## config.mk

```make
export PLATFORM = sky130hd
export DESIGN_NAME = squash_arb_filter
export DESIGN_NICKNAME = d
export VERILOG_FILES = /design/src/rtl/squash_arb_filter.sv
export SDC_FILE = /design/constraint.sdc
export NUM_CORES = 1
export LEC_CHECK = 0
export BUFFER_PORTS_ARGS = -buffer_cell sky130_fd_sc_hd__buf_4
export CORE_ASPECT_RATIO = 0.75
export CORE_MARGIN = 1
export CORE_UTILIZATION = 57
export CTS_BUF_LIST = sky130_fd_sc_hd__clkbuf_2
export DETAILED_ROUTE_END_ITERATION = 10
export PLACE_DENSITY = 0.93
export SLEW_MARGIN = 25
export SYNTH_ARGS = -nofsm -noshare
export SYNTH_HDL_FRONTEND = slang
export SYNTH_SLANG_ARGS = --single-unit
```

## constraint.sdc

```tcl
create_clock -name clk -period 12.9 [get_ports clk]
set_input_delay 2.58 -clock clk [delete_from_list [all_inputs] [get_ports clk]]
set_output_delay 2.58 -clock clk [all_outputs]
set_load 0.03 [all_outputs]
```

## src/rtl/squash_arb_filter.sv

```systemverilog
// squash_arb_filter: picks the oldest valid squash, registers it, and filters younger repeats for a window
module squash_arb_filter #(
  parameter int p_num_arb       = 2,
  parameter int p_seq_num_bits  = 5,
  parameter int p_filter_cycles = 3
) (
  input  logic                                clk,
  input  logic                                rst,
  input  logic [p_num_arb-1:0]                arb_val,
  input  logic [p_num_arb*p_seq_num_bits-1:0] arb_seq_num,
  input  logic [p_num_arb*32-1:0]             arb_target,
  input  logic                                commit_val,
  input  logic [p_seq_num_bits-1:0]           commit_seq_num,
  output logic                                gnt_val,
  output logic [p_seq_num_bits-1:0]           gnt_seq_num,
  output logic [31:0]                         gnt_target
);
  localparam int W  = p_seq_num_bits;
  localparam int CW = p_filter_cycles > 0 ? $clog2(p_filter_cycles + 1) : 1;
  logic [W-1:0]  head, filt_seq, filt_age, cand_seq, cand_age;
  logic [31:0]   cand_tgt;
  logic [CW-1:0] filt_cnt;
  logic          cand_val, accept;
  // Strict less-than keeps the lowest index on equal ages
  always_comb begin
    cand_val = 1'b0;
    cand_seq = '0;
    cand_tgt = '0;
    cand_age = '0;
    for (int i = 0; i < p_num_arb; i++) begin
      logic [W-1:0] a;
      a = arb_seq_num[i*W +: W] - head;
      if (arb_val[i] && (!cand_val || a < cand_age)) begin
        cand_val = 1'b1;
        cand_seq = arb_seq_num[i*W +: W];
        cand_tgt = arb_target[i*32 +: 32];
        cand_age = a;
      end
    end
  end
  assign filt_age = filt_seq - head;
  assign accept   = cand_val && (filt_cnt == '0 || cand_age < filt_age);
  always_ff @(posedge clk) begin
    if (rst) begin
      gnt_val     <= 1'b0;
      gnt_seq_num <= '0;
      gnt_target  <= '0;
      head        <= '0;
      filt_seq    <= '0;
      filt_cnt    <= '0;
    end else begin
      gnt_val <= accept;
      if (commit_val) head <= commit_seq_num + 1'b1;
      if (accept) begin
        gnt_seq_num <= cand_seq;
        gnt_target  <= cand_tgt;
        filt_seq    <= cand_seq;
        filt_cnt    <= CW'(p_filter_cycles);
      end else if (filt_cnt != '0) begin
        filt_cnt <= filt_cnt - 1'b1;
      end
    end
  end
endmodule

```

* Word-level counts from Yosys, hierarchy flattened
Cells that the tools add are included.
** Storage, ports and cells
- Register bits after elaboration :: 45
- Output and inout bits :: 38
- Bits of input ports :: 84
- Word-level logic and storage cells :: 30
** Cells by class
- Reduce and logical (&&, ||, !) cells :: 8
- Mux-type cells :: 10
- $lt $le $gt $ge :: 2
- Add/sub/neg operators :: 5
** Operators by type and width (count)
- $mux W32 :: 2
- $mux W5 :: 4
- $sub A5 B5 Y5 :: 3
- $lt A5 B5 Y1 :: 2
- $add A5 B1 Y5 const B :: 1
- $mux W2 :: 2
- $reduce_bool A2 Y1 :: 2
- $logic_and A1 B1 Y1 :: 2
- $logic_not A2 Y1 :: 1
- $logic_or A1 B1 Y1 :: 2
- $mux W1 :: 2
- $sub A2 B1 Y2 const B :: 1
- $logic_not A1 Y1 :: 1

* Logic depth before layout (Yosys ltp)
- Depth in word-level cells :: 10
- Gate-level depth with buffers :: 24
- Depth with buffers taken out :: 20

* Worst setup path before layout
Ideal clock, no wire load.
- Path kind :: input port to flip-flop
- From :: input arb_seq_num[0]
- To :: register gnt_target[20]
- Buffers on the path :: 4
- Path slack :: 6.176 ns
- Data required time :: 12.779 ns
- Setup time :: 0.121 ns
- Arrival :: 6.603 ns
- Stages on the path :: 23
- Cell sequence :: inv_1 ha_1 inv_1 fa_1 a21o_1 a21oi_1 xnor2_1 nand2_1 ha_1 a21oi_1 o221ai_1 buf_2 buf_2 a21oi_2 o21ai_0 ha_1 nand4_1 or2_0 a211o_1 nand3_2 buf_6 buf_12 mux2_4
** On the way
- Cells in the longest elaborated chain, start to end :: 9
- Elaborated cells between the ends (all ways) :: 11
- Classes of those cells :: add/sub: 1; order compare: 2; mux: 4; reduce/logical: 4
** Ends and longest elaborated chain
- from (decl) :: line 10 : input logic [p_num_arb*p_seq_num_bits-1:0] arb_seq_num,
- $sub A5 B5 Y5 * :: line 32 : a = arb_seq_num[i*W +: W] - head;
- $mux W5 * :: line 33 : if (arb_val[i] && (!cand_val || a < cand_age)) begin
- $lt A5 B5 Y1 :: line 33
- $logic_or A1 B1 Y1 :: line 33
- $logic_and A1 B1 Y1 :: line 33
- $mux W5 :: line 33
- $lt A5 B5 Y1 :: line 42 : assign accept = cand_val && (filt_cnt == '0 || cand_age < filt_age);
- $logic_or A1 B1 Y1 :: line 42
- $logic_and A1 B1 Y1 :: line 42
- to (signal assigned) :: line 56 : gnt_target <= cand_tgt;
- to (decl) :: line 16 : output logic [31:0] gnt_target
Mark *: on every way between the ends. The rest lies on a longest branch, timed or not.
A chain may end at the register's enable or synchronous reset.

* Worst setup path in the final report
- From :: input arb_seq_num[0]
- To :: register gnt_target[4]
Same word-level chain as after synthesis.

==> impl_metrics.env <==
export IMPL_status="completed"
export IMPL_cts_setup_buffers=0
export IMPL_switching_share_pct=47.5
export IMPL_synth_edff_count=0
export IMPL_num_antenna_cells=0
export IMPL_peakVddDrop_mv=0.158
export IMPL_antenna_found_initial=0
export IMPL_worstSetupStartpoint="arb_seq_num[0]"
export IMPL_fin_setup_tns_ps=0
export IMPL_slew_viol_final=0
export IMPL_cts_root_buf="clkbuf_2"
export IMPL_p_sw_mw=0.461
export IMPL_start_kind="input port"
export IMPL_power_per_cell_area_mw_per_mm2=216
export IMPL_post_route_worst_setup_slack_ps=5430
export IMPL_p_leak_nw=1.93
export IMPL_drc=0
export IMPL_fp_dieArea_mm2=0.00662
export IMPL_h_tree_depth=2
export IMPL_grt_max_degree=83
export IMPL_critPathKind="in -> reg"
export IMPL_multi_input_area_mm2=0.00242
export IMPL_synthArstFlopShare_pct=0
export IMPL_seq_area_um2=901
export IMPL_die_w_um=93.6
export IMPL_arrival_ps=7830
export IMPL_report_final_setup_viol=0
export IMPL_synthXorXnorAreaFrac_pct=3.42
export IMPL_ant_nets=0
export IMPL_row_count=24
export IMPL_clock_path_buffers=2
export IMPL_worst_slew_pin_slew_ps=846
export IMPL_synth_top_family_by_area="compound AO/OA/AOI/OAI gates"
export IMPL_pwr_share_comb_pct=69.5
export IMPL_synth_fa_ha_area_share_pct=9.34
export IMPL_synthCells=403
export IMPL_cp_end_kind="flop"
export IMPL_clk_pin_slew_worst_paths_ps=230
export IMPL_detail_route_iter0_violations=188
export IMPL_synth_distinct_cells=44
export IMPL_p_seq_share_pct=24.0
export IMPL_layout_drive_gt1_share_pct=35.4
export IMPL_grt_pass1_wl_um=15800
export IMPL_period_needed_ps=7470
export IMPL_overflow=0
export IMPL_p_int_mw=0.510
export IMPL_ctsResizeCount=0
export IMPL_synth_mux_area_share_pct=14.2
export IMPL_cap_violations=0
export IMPL_grt_setup_unrepaired="no"
export IMPL_crit_required_ps=13270
export IMPL_r2r_start="head[0]"
export IMPL_synth_area_mm2=0.00359
export IMPL_synth_most_common_cell="o211ai_1"
export IMPL_grt_total_usage_pct=30.1
export IMPL_portBuffers=121
export IMPL_reg2reg_slack_ps=7190
export IMPL_slew_headroom_pct=43.6
export IMPL_critPathMaxFanout=38
export IMPL_hold_path_class="reg -> reg"
export IMPL_cts_hold_buf=0
export IMPL_cts_tree="done"
export IMPL_gp_congestion=0.884
export IMPL_io_pins=122
export IMPL_hold_viol_final=0
export IMPL_skew_ps=37.7
export IMPL_nFillCells=452
export IMPL_clockPowerShare_pct=6.5
export IMPL_place_ws_ps=4770
export IMPL_start_util_pct=60.4
export IMPL_vias=3504
export IMPL_timing_hold_ws_ps=512
export IMPL_max_freq_mhz=134
export IMPL_wl_per_cell_um=17.2
export IMPL_nets=603
export IMPL_insertion_delay_ps=460
export IMPL_grt_pass1_vias=3362
export IMPL_clock_sinks=45
export IMPL_globalRouteMet1Util_pct=39.4
export IMPL_ys_warn_count=0
export IMPL_period_share_pct=57.9
export IMPL_met2_usage_pct=49.5
export IMPL_hpwlAfterDp_um=6710
export IMPL_die_h_um=70.7
export IMPL_via_per_inst=6.12
export IMPL_syn_avg_cell_area_um2=8.90
export IMPL_synth_compound_area_share_pct=28.8
export IMPL_synth_area_leaders="dfxtp_1 25%, o211ai_1 16%, mux2_4 7.9%"
export IMPL_syn_nets=512
export IMPL_grt_use_met3_pct=6.24
export IMPL_synth_largest_area_cell="dfxtp_1"
export IMPL_drt_total_wl_um=9830
export IMPL_ys_ff_latch=45
export IMPL_synth_common_cells="75 x o211ai_1, 47 x a21oi_1, 45 x dfxtp_1, 38 x nor2b_1, 23 x clkbuf_1"
export IMPL_core_region_area_mm2=0.00595
export IMPL_dr_pass1_iters=5
export IMPL_synthSimpleGateAreaFrac_pct=11.3
export IMPL_cts_buffers_inserted=5
export IMPL_hold_start="head[2]"
export IMPL_synth_seq_area_share_pct=25.1
export IMPL_synth_main_ff_cell="dfxtp_1"
export IMPL_areaGrowthSynthToFinish_pct=24.9
export IMPL_yosys_area_top_type_share_pct=25.1
export IMPL_top_usage_layer="met2"
[logic make-up after synthesis]
kind of cell,count (synthesis)
AO/OA/AOI/OAI,152
XOR/XNOR,14
adder cells (fa/ha/maj),25
buffers and inverters,57
flip-flops,45
multiplexers,39
AND/OR/NAND/NOR,71
[final timing paths]
check / end / cells past startpoint
hold / removal: head[2] / 2
setup reg to reg: gnt_target[4] / 19
setup / recovery: gnt_target[4] / 21
hold reg to reg: head[2] / 2
[routing by layer]
metal / up-vias / routed length, um / share of wire [%]
met5: - / 0 / 0
met4: 0 / 106 / 1.1
met3: 12 / 808 / 8.2
met2: 158 / 4620 / 47
met1: 1666 / 4300 / 44
li1: 1668 / - / -
[layout by cell type (no fill, tap or decap), types with 2 or more instances in the layout]
cell / instances
nor2_1: 8
nand4_1: 3
xnor2_1: 8
nor2b_1: 38
nand2b_1: 2
mux2i_1: 2
o21ai_0: 4
nand3_1: 2
xor2_1: 6
ha_1: 22
a211o_1: 2
a21oi_1: 47
o21a_1: 2
mux2_4: 19
mux2_2: 18
buf_4: 123
a211oi_1: 6
fa_1: 3
clkbuf_2: 5
a21o_1: 8
nor3_1: 3
dfxtp_1: 45
inv_1: 16
nand2_1: 9
o211ai_1: 75
[state kept, by name (all words and copies together), names as in the netlist]
signal      cells
filt_cnt        2
filt_seq        5
head            5
gnt_target     32
gnt_val         1
[cell type report]
cell class	instances	share of cell area, %
well taps	78	2.18
inverters	17	1.42
clock buffers	5	0.558
flip-flops and latches	45	20.1
multi-input cells	301	54.1
repair buffers	124	21.2
clock inverters	3	0.474
[worst max-delay path, cell delays in order]
cell and delay (ps):
buf_4 120, inv_1 50, ha_1 160, inv_1 60, fa_1 390, a21o_1 170
a21oi_1 170, xnor2_1 130, nand2_1 90, ha_1 370, a21oi_1 280, o221a_2 820
nand2_1 110, a32o_1 290, ha_1 270, nand4_1 150, or2_0 240, a211o_1 240
nand3_2 310, buf_4 440, mux2_2 380
[per-stage QoR]
stage / power (mW) / instances / area (um^2) / utilization [%]
2_1_floorplan: 0.755 / 403 / 3590 / -
3_3_place_gp: 0.866 / 564 / 4410 / 74.2
3_5_place_dp: 0.893 / 564 / 4410 / 74.2
4_1_cts: 0.958 / 572 / 4460 / 74.9
5_1_grt: 1.03 / 573 / 4480 / 75.4
6_report: 0.970 / 573 / 4480 / 75.4
[power by group through the flow]
stage	Combinational (mW)	Clock (mW)	Sequential (mW)
after floorplan	0.423	0	0.332
after global placement	0.632	0	0.234
after detailed placement	0.659	0	0.234
after CTS	0.661	0.0655	0.232
after global routing	0.718	0.0728	0.238
final	0.675	0.0634	0.233
Power figures use the tool's default switching activity.
